## src/rtl/l2_cache_arrays_pkg.sv

```systemverilog
// l2_cache_arrays_pkg: geometry shared by the cache array top and its bus interface
package l2_cache_arrays_pkg;
  localparam int s_index = 3;
  localparam int s_offset = 5;
  localparam int tag_w = 24;
  localparam int s_mask = 2 ** s_offset;
  localparam int s_line = 8 * s_mask;
endpackage

```

## src/rtl/l2_cache_arrays_if.sv

```systemverilog
// l2_cache_arrays_if: read/write ports of the metadata array and the line data array
interface l2_cache_arrays_if;
  import l2_cache_arrays_pkg::*;
  logic read;
  logic load;
  logic [s_index-1:0] rindex;
  logic [s_index-1:0] windex;
  logic [tag_w-1:0] datain;
  logic [tag_w-1:0] dataout;
  logic d_read;
  logic [s_mask-1:0] write_en;
  logic [s_index-1:0] d_rindex;
  logic [s_index-1:0] d_windex;
  logic [s_line-1:0] d_datain;
  logic [s_line-1:0] d_dataout;
  modport master (
    output read, load, rindex, windex, datain, d_read, write_en, d_rindex, d_windex, d_datain,
    input dataout, d_dataout
  );
  modport slave (
    input read, load, rindex, windex, datain, d_read, write_en, d_rindex, d_windex, d_datain,
    output dataout, d_dataout
  );
endinterface

```

## src/rtl/l2_cache_arrays_mem.sv

```systemverilog
// l2_cache_arrays_mem: per-set metadata register file and byte-writable line store,
// both with a registered read port and write-first forwarding
module l2_array #(
  parameter int s_index = 3,
  parameter int width = 1
) (
  input  logic               clk,
  input  logic               rst,
  input  logic               read,
  input  logic               load,
  input  logic [s_index-1:0] rindex,
  input  logic [s_index-1:0] windex,
  input  logic [width-1:0]   datain,
  output logic [width-1:0]   dataout
);
  localparam int num_sets = 2 ** s_index;
  logic [width-1:0] data [num_sets];
  logic [width-1:0] dout;
  assign dataout = dout;
  always_ff @(posedge clk) begin
    if (rst) begin
      for (int i = 0; i < num_sets; i++) data[i] <= '0;
      dout <= '0;
    end else begin
      if (load) data[windex] <= datain;
      if (read) dout <= (load && rindex == windex) ? datain : data[rindex];
    end
  end
endmodule

module l2_data_array #(
  parameter int s_offset = 5,
  parameter int s_index = 3
) (
  input  logic                    clk,
  input  logic                    read,
  input  logic [2**s_offset-1:0]  write_en,
  input  logic [s_index-1:0]      rindex,
  input  logic [s_index-1:0]      windex,
  input  logic [8*2**s_offset-1:0] datain,
  output logic [8*2**s_offset-1:0] dataout
);
  localparam int s_mask = 2 ** s_offset;
  localparam int s_line = 8 * s_mask;
  localparam int num_sets = 2 ** s_index;
  // No reset: contents start at zero and valid bits elsewhere mask stale lines
  logic [s_line-1:0] data [num_sets] = '{default: '0};
  logic [s_line-1:0] dout = '0;
  logic [s_line-1:0] fwd;
  assign dataout = dout;
  for (genvar b = 0; b < s_mask; b++) begin : g_lane
    assign fwd[8*b +: 8] = (write_en[b] && rindex == windex) ? datain[8*b +: 8] : data[rindex][8*b +: 8];
  end
  always_ff @(posedge clk) begin
    for (int i = 0; i < s_mask; i++) if (write_en[i]) data[windex][8*i +: 8] <= datain[8*i +: 8];
    if (read) dout <= fwd;
  end
endmodule

```

## src/rtl/l2_cache_arrays.sv

```systemverilog
// l2_cache_arrays: one tag/metadata array and one line data array behind a shared bus
module l2_cache_arrays
  import l2_cache_arrays_pkg::*;
(
  input logic clk,
  input logic rst,
  l2_cache_arrays_if.slave bus
);
  l2_array #(.s_index(s_index), .width(tag_w)) u_meta (
    .clk(clk), .rst(rst), .read(bus.read), .load(bus.load),
    .rindex(bus.rindex), .windex(bus.windex), .datain(bus.datain), .dataout(bus.dataout)
  );
  l2_data_array #(.s_offset(s_offset), .s_index(s_index)) u_data (
    .clk(clk), .read(bus.d_read), .write_en(bus.write_en),
    .rindex(bus.d_rindex), .windex(bus.d_windex), .datain(bus.d_datain), .dataout(bus.d_dataout)
  );
endmodule

```

## src/flat_wrapper.sv

```systemverilog
// flat-port wrapper written by rule: the top's interface ports become plain ports
module l2_cache_arrays_flat import l2_cache_arrays_pkg::*;
  (clk, rst, bus_read, bus_load, bus_rindex, bus_windex, bus_datain, bus_d_read, bus_write_en, bus_d_rindex, bus_d_windex, bus_d_datain, bus_dataout, bus_d_dataout);
  l2_cache_arrays_if bus_i ();
  input logic clk;
  input logic rst;
  input wire logic [$bits(bus_i.read)-1:0] bus_read;
  input wire logic [$bits(bus_i.load)-1:0] bus_load;
  input wire logic [$bits(bus_i.rindex)-1:0] bus_rindex;
  input wire logic [$bits(bus_i.windex)-1:0] bus_windex;
  input wire logic [$bits(bus_i.datain)-1:0] bus_datain;
  input wire logic [$bits(bus_i.d_read)-1:0] bus_d_read;
  input wire logic [$bits(bus_i.write_en)-1:0] bus_write_en;
  input wire logic [$bits(bus_i.d_rindex)-1:0] bus_d_rindex;
  input wire logic [$bits(bus_i.d_windex)-1:0] bus_d_windex;
  input wire logic [$bits(bus_i.d_datain)-1:0] bus_d_datain;
  output wire logic [$bits(bus_i.dataout)-1:0] bus_dataout;
  output wire logic [$bits(bus_i.d_dataout)-1:0] bus_d_dataout;
  assign bus_i.read = bus_read;
  assign bus_i.load = bus_load;
  assign bus_i.rindex = bus_rindex;
  assign bus_i.windex = bus_windex;
  assign bus_i.datain = bus_datain;
  assign bus_i.d_read = bus_d_read;
  assign bus_i.write_en = bus_write_en;
  assign bus_i.d_rindex = bus_d_rindex;
  assign bus_i.d_windex = bus_d_windex;
  assign bus_i.d_datain = bus_d_datain;
  assign bus_dataout = bus_i.dataout;
  assign bus_d_dataout = bus_i.d_dataout;
  l2_cache_arrays u_core (.clk(clk), .rst(rst), .bus(bus_i));
endmodule
```

## config.mk

```make
export PLATFORM = sky130hd
export DESIGN_NAME = l2_cache_arrays_flat
export DESIGN_NICKNAME = d
export VERILOG_FILES = /design/src/rtl/l2_cache_arrays_pkg.sv /design/src/rtl/l2_cache_arrays_if.sv /design/src/rtl/l2_cache_arrays_mem.sv /design/src/rtl/l2_cache_arrays.sv /design/src/flat_wrapper.sv
export SDC_FILE = /design/constraint.sdc
export NUM_CORES = 2
export LEC_CHECK = 0
export CAP_MARGIN = 20
export CORE_MARGIN = 2
export CORE_UTILIZATION = 55
export CTS_BUF_LIST = sky130_fd_sc_hd__clkbuf_4
export CTS_CLUSTER_DIAMETER = 80
export DETAILED_ROUTE_END_ITERATION = 10
export PLACE_DENSITY = 0.81
export SLEW_MARGIN = 25
export SYNTH_ARGS = -nofsm -noshare
export SYNTH_HDL_FRONTEND = slang
export SYNTH_SLANG_ARGS = --single-unit
```

## constraint.sdc

```tcl
create_clock -name clk -period 2.5 [get_ports clk]
set_input_delay 0.375 -clock clk [delete_from_list [all_inputs] [get_ports clk]]
set_output_delay 0.375 -clock clk [all_outputs]
set_load 0.03 [all_outputs]
```

# Word-level counts from Yosys, hierarchy flattened
# Memories as Yosys holds them, arrays and structs flattened. A register that Yosys moved wholly into a read port is not among the register bits.
# Index checks and enable logic that the tools add are counted.
# classes
shifts,0
addsub,0
div,0
n_reduce_logical,1
mul,0
magnitude_cmp,0
n_bitwise,0
eq_ne,0
mux,72
# op_table
operator,count
$mux W1,70
$mux W24,1
$reduce_or A24 Y1,1
$mux W3,1
# totals
output_inout_bits,280
memories,2
ram_bits,2240
regBits,0
latch_bits,0
romBits,0
# mem_list
name,depth,width,read_ports,rd_clocked_by_memory_dff,write_ports,line,text
u_core.u_data.data,8,256,1,1,1,l2_cache_arrays_mem.sv:47,logic [s_line-1:0] data [num_sets] = '{default: '0};
u_core.u_meta.data,8,24,1,1,8,l2_cache_arrays_mem.sv:17,logic [width-1:0] data [num_sets];

# Longest topological paths before layout
# depth
word_depth,5
mapped_depth,7
ltp_nobuf,4

# By module
# A second synthesis with hierarchy kept.
# hier_totals
cells_unflattened,4457
area_unflattened_um2,99218.9
# by_module_without_submodules
mod,instances,cells_each,area_each_um2,seq_area_each_um2
l2_data_array,1,3807,89455.8,69186.4
l2_array,1,650,9763.1,6246.0

# Worst setup path after synthesis
# Ideal clock, no wire load.
# synth_timing
path_kind,input-to-reg
startpoint,input port bus_d_rindex[1]
endpoint,"register, netlist name u_core.u_data.dataout[0]"
required_time_ps,2226
t_arrival_ps,1665
path_stages,7
path_slack_ps,561
cell_sequence,buf_4 buf_6 buf_6 buf_6 mux4_2 nand2_1 a31oi_1
# synth_rtl
item,line,text
"start, declared",flat_wrapper.sv:14,input wire logic [$bits(bus_i.d_rindex)-1:0] bus_d_rindex;

==> metrics.md <==
| Metric | Value |
|---|---|
| Post-synth cell types | `32` |
| CP max FO | `1` |
| Asr flop ratio synth | `0%` |
| Top Ports | `between 600 and 700` |
| First-pass GRT wire length | `around 380000 µm` |
| Core footprint | `about 180000 µm²` |
| Worst path slowest cell | `edfxtp_1` |
| Fin crit period | `between 2 and 2.5 ns` |
| Total Wirelength | `between 200000 and 300000 µm` |
| RR Endpoint | `u_core.u_data.dataout[47]` |
| Final setup vio count | `0` |
| Total power | `slightly above 0.09 W` |
| Gate Count Post-Synth | `approximately 5000` |
| Worst Setup Start Kind | `flop` |
| Util after Layout | `70.0%` |
| PortBufs | `608` |
| CP arrival | `about 2.1 ns` |
| Setup Skew | `0.116 ns` |
| Syn Nets | `5340` |
| Worst VDD drop | `0.530 mV` |
| 1st-iter DRT viols | `around 6000` |
| Initial Util | `between 50% and 60%` |
| Setup_tns | `0 ns` |
| PnR worst setup slack | `0.0122 ns` |
| CTS root buffer | `clkbuf_4` |
| WP data required | `~2.1 ns` |
| Most common cell in the netlist | `edfxtp_1` |
| Total GRT Usage | `28.0%` |
| CP startpoint | `u_core.u_data.dataout[71]` |
| Post-synth EDFFs | `2496` |
| Warnings from Yosys | `0` |
| Most used DFF post-synth | `edfxtp_1` |
| Status | `completed` |
| Clock Latency Late Sink | `~1.4 ns` |
| Clock Sinks | `2520` |
| Pre-CTS setup slack | `-0.0711 ns` |
| Maximum clock insertion buffer count | `4` |
| TritonCTS clock tree | `done` |
| Pwr Density | `between 700 and 800 nW/µm²` |
| Levels on crit path | `1` |
| Slew at the pin with the worst max-slew slack | `approximately 0.84 ns` |
| Via density | `between 5 and 6` |
| Post-Syn Area | `98600 µm²` |
| Top Family by Delay on Critical Path | `flip-flops` |
| Final Hold Viols | `0` |
| R2R depth | `5` |
| Peak Freq | `approximately 400 MHz` |
| Final period utilization | `roughly 100%` |
| Pins Over Slew Limit | `0` |
| Dpl cell area | `113000 µm²` |
| Routability cong. | `between 0.8 and 0.9` |
| Crit Path Class | `flop to primary output` |
| Fin nets | `~7000` |
| CP Cell Sequence | `buf_6` |
| Final routed DRC violation total | `0` |
| CP endpoint kind | `primary output` |
| Most instantiated cells after synthesis | `edfxtp_1 (2496), mux4_2 (550), and2_1 (448), nor2_1 (299), nand2_1 (261)` |
| 1st-pass router iterations | `6` |
| Synth top area share | `around 76%` |
| Worst Setup EP | `bus_d_dataout[71]` |
| Layout cells sized above 1 | `between 30% and 40%` |
| Largest cells by area after synthesis | `edfxtp_1 (76%), mux4_2 (13%), and2_1 (2.8%), nand2b_1 (1.6%), a31oi_1 (1.6%)` |
| Global route overflow | `0` |
| Num rows | `between 150 and 200` |
| Initial antenna violation count | `41` |
| Area Growth Syn to Fin | `26.5%` |
| Number of H-tree levels | `6` |
| Leak | `43.3 nW` |
| Reg2reg setup slack | `~0.050 ns` |
| Synthesized flop and latch total | `roughly 2500` |
| CP max stage delay | `0.50 ns` |
| Largest net degree at the start of global routing | `161` |
| Unrepaired setup endpoints after global routing | `true` |
| Max cap viols | `0` |
| Vias in the first global route | `slightly above 60000` |
| CTS Buf Count | `631` |
| Wire length per cell | `approximately 26 µm` |
| Leading area contributor after synthesis | `edfxtp_1` |
| Worst slew margin | `approximately 44%` |
| Hold Path Class | `primary input to flop` |
| Crit Reg-Reg Startpoint | `u_core.u_data.data[6][47]` |
| Final instance area | `about 120000 µm²` |
| Antenna violation net count after detailed routing | `0` |
| Half-perimeter wire length after placement | `approximately 150000 µm` |
| Clock slew at reported path FFs | `roughly 0.080 ns` |
| Syn Area/Cell | `slightly below 20 µm²` |
| DIE AREA | `183000 µm²` |
| Crit path buf inv count | `1` |
| Die width | `about 430 µm` |
| Die height | `427 µm` |
| Register area share after synthesis | `around three quarters` |
| DR vias | `~58000` |
==> stage by stage <==
step           hold slack (ns)  cells
2_1_floorplan            0.474   5011
3_5_place_dp             0.471   8231
6_report                 0.258   9733
5_1_grt                  0.127   9713
3_3_place_gp             0.467   8231
4_1_cts                0.00941   9688
==> flip-flops by register name, indices dropped and copies added, names as in the netlist <==
name	cells
u_core.u_data.dataout	256
u_core.u_meta.data	192
u_core.u_meta.dataout	24
u_core.u_data.data	2048
==> repair_timing <==
item / CTS / global route
hold buffers: 368 / 0
gates resized for setup: 1914 / 0
buffers inserted: 2 / 0
endpoints found under the hold margin: 4584 / 0
endpoints found under the setup margin: 280 / 65
==> power breakdown <==
part | total, W | leakage, nW | internal (W) | switching, W
Combinational | 0.00863 | 15.6 | 0.00398 | 0.00465
Clock | 0.0343 | 4.59 | 0.0174 | 0.0169
Sequential | 0.0491 | 23.2 | 0.0484 | 0.000725
==> worst min-delay path by stage <==
| stage | end | cells after the start | slack (ns) | start |
|---|---|---|---|---|
| after CTS | u_core.u_data.data[2][191] | 3 | 0.009 | bus_write_en[23] |
| after global routing | u_core.u_data.data[6][249] | 3 | 0.13 | bus_write_en[31] |
| final | u_core.u_data.data[2][191] | 3 | 0.26 | bus_write_en[23] |
| after floorplan | u_core.u_data.data[0][0] | 0 | 0.47 | bus_d_datain[0] |
| after detailed placement | u_core.u_meta.dataout[9] | 1 | 0.47 | u_core.u_meta.dataout[9] |
| after global placement | u_core.u_meta.dataout[20] | 1 | 0.47 | u_core.u_meta.dataout[20] |
==> cell type report <==
cell class / count / area, µm²
sequential: 2520 / 75500
multi-input combinational: 2211 / 21800
tap: 2355 / 2950
fill: 10100 / 53500
antenna: 47 / 118
timing repair buffer: 1512 / 16700
inverter: 1 / 3.75
clock inverter: 230 / 1290
clock buffer: 857 / 6430
==> cell usage in the layout (no fill, tap or decap), types with 24 or more instances in the layout <==
master           netlist  final
nand2_1              261    261
buf_12                 0    220
nor2_1               299    296
clkbuf_4               0    857
buf_2                 69     30
diode_2                0     47
nand4_1               32     32
clkinv_2               0     28
mux4_2               550    550
a221o_1               24     24
clkdlybuf4s50_1        0    321
and2_1               448    448
nand2b_1             259    259
buf_4                 32    325
buf_6                 33    247
a31oi_1              256    256
mux2i_1               34     34
edfxtp_1            2496   2496
dlygate4sd3_1          0    365
clkinv_1               0    166
==> worst reg2reg max path: cells and delay by family (launching register included) <==
family | cells | cell delay [ns]
buffers and inverters | 2 | 1.13
AND/OR/NAND/NOR | 1 | 0.08
multiplexers | 1 | 0.47
flip-flops | 1 | 0.40
AO/OA/AOI/OAI | 1 | 0.09
==> per-layer routing <==
metal	track usage [%]	wire, µm
met5	0	24
met4	15.6	13300
met3	6.43	22000
met2	46.9	131000
met1	33.7	89500
==> cell families after synthesis <==
kind of cell	count (synthesis)	synth area share, %
multiplexers	584	12.9
XOR/XNOR	6	0.0952
flip-flops	2520	76.5
AND/OR/NAND/NOR	1330	7.02
AO/OA/AOI/OAI	291	1.96
buffers and inverters	280	1.53
Note: power is estimated with default switching activity, not from simulation.
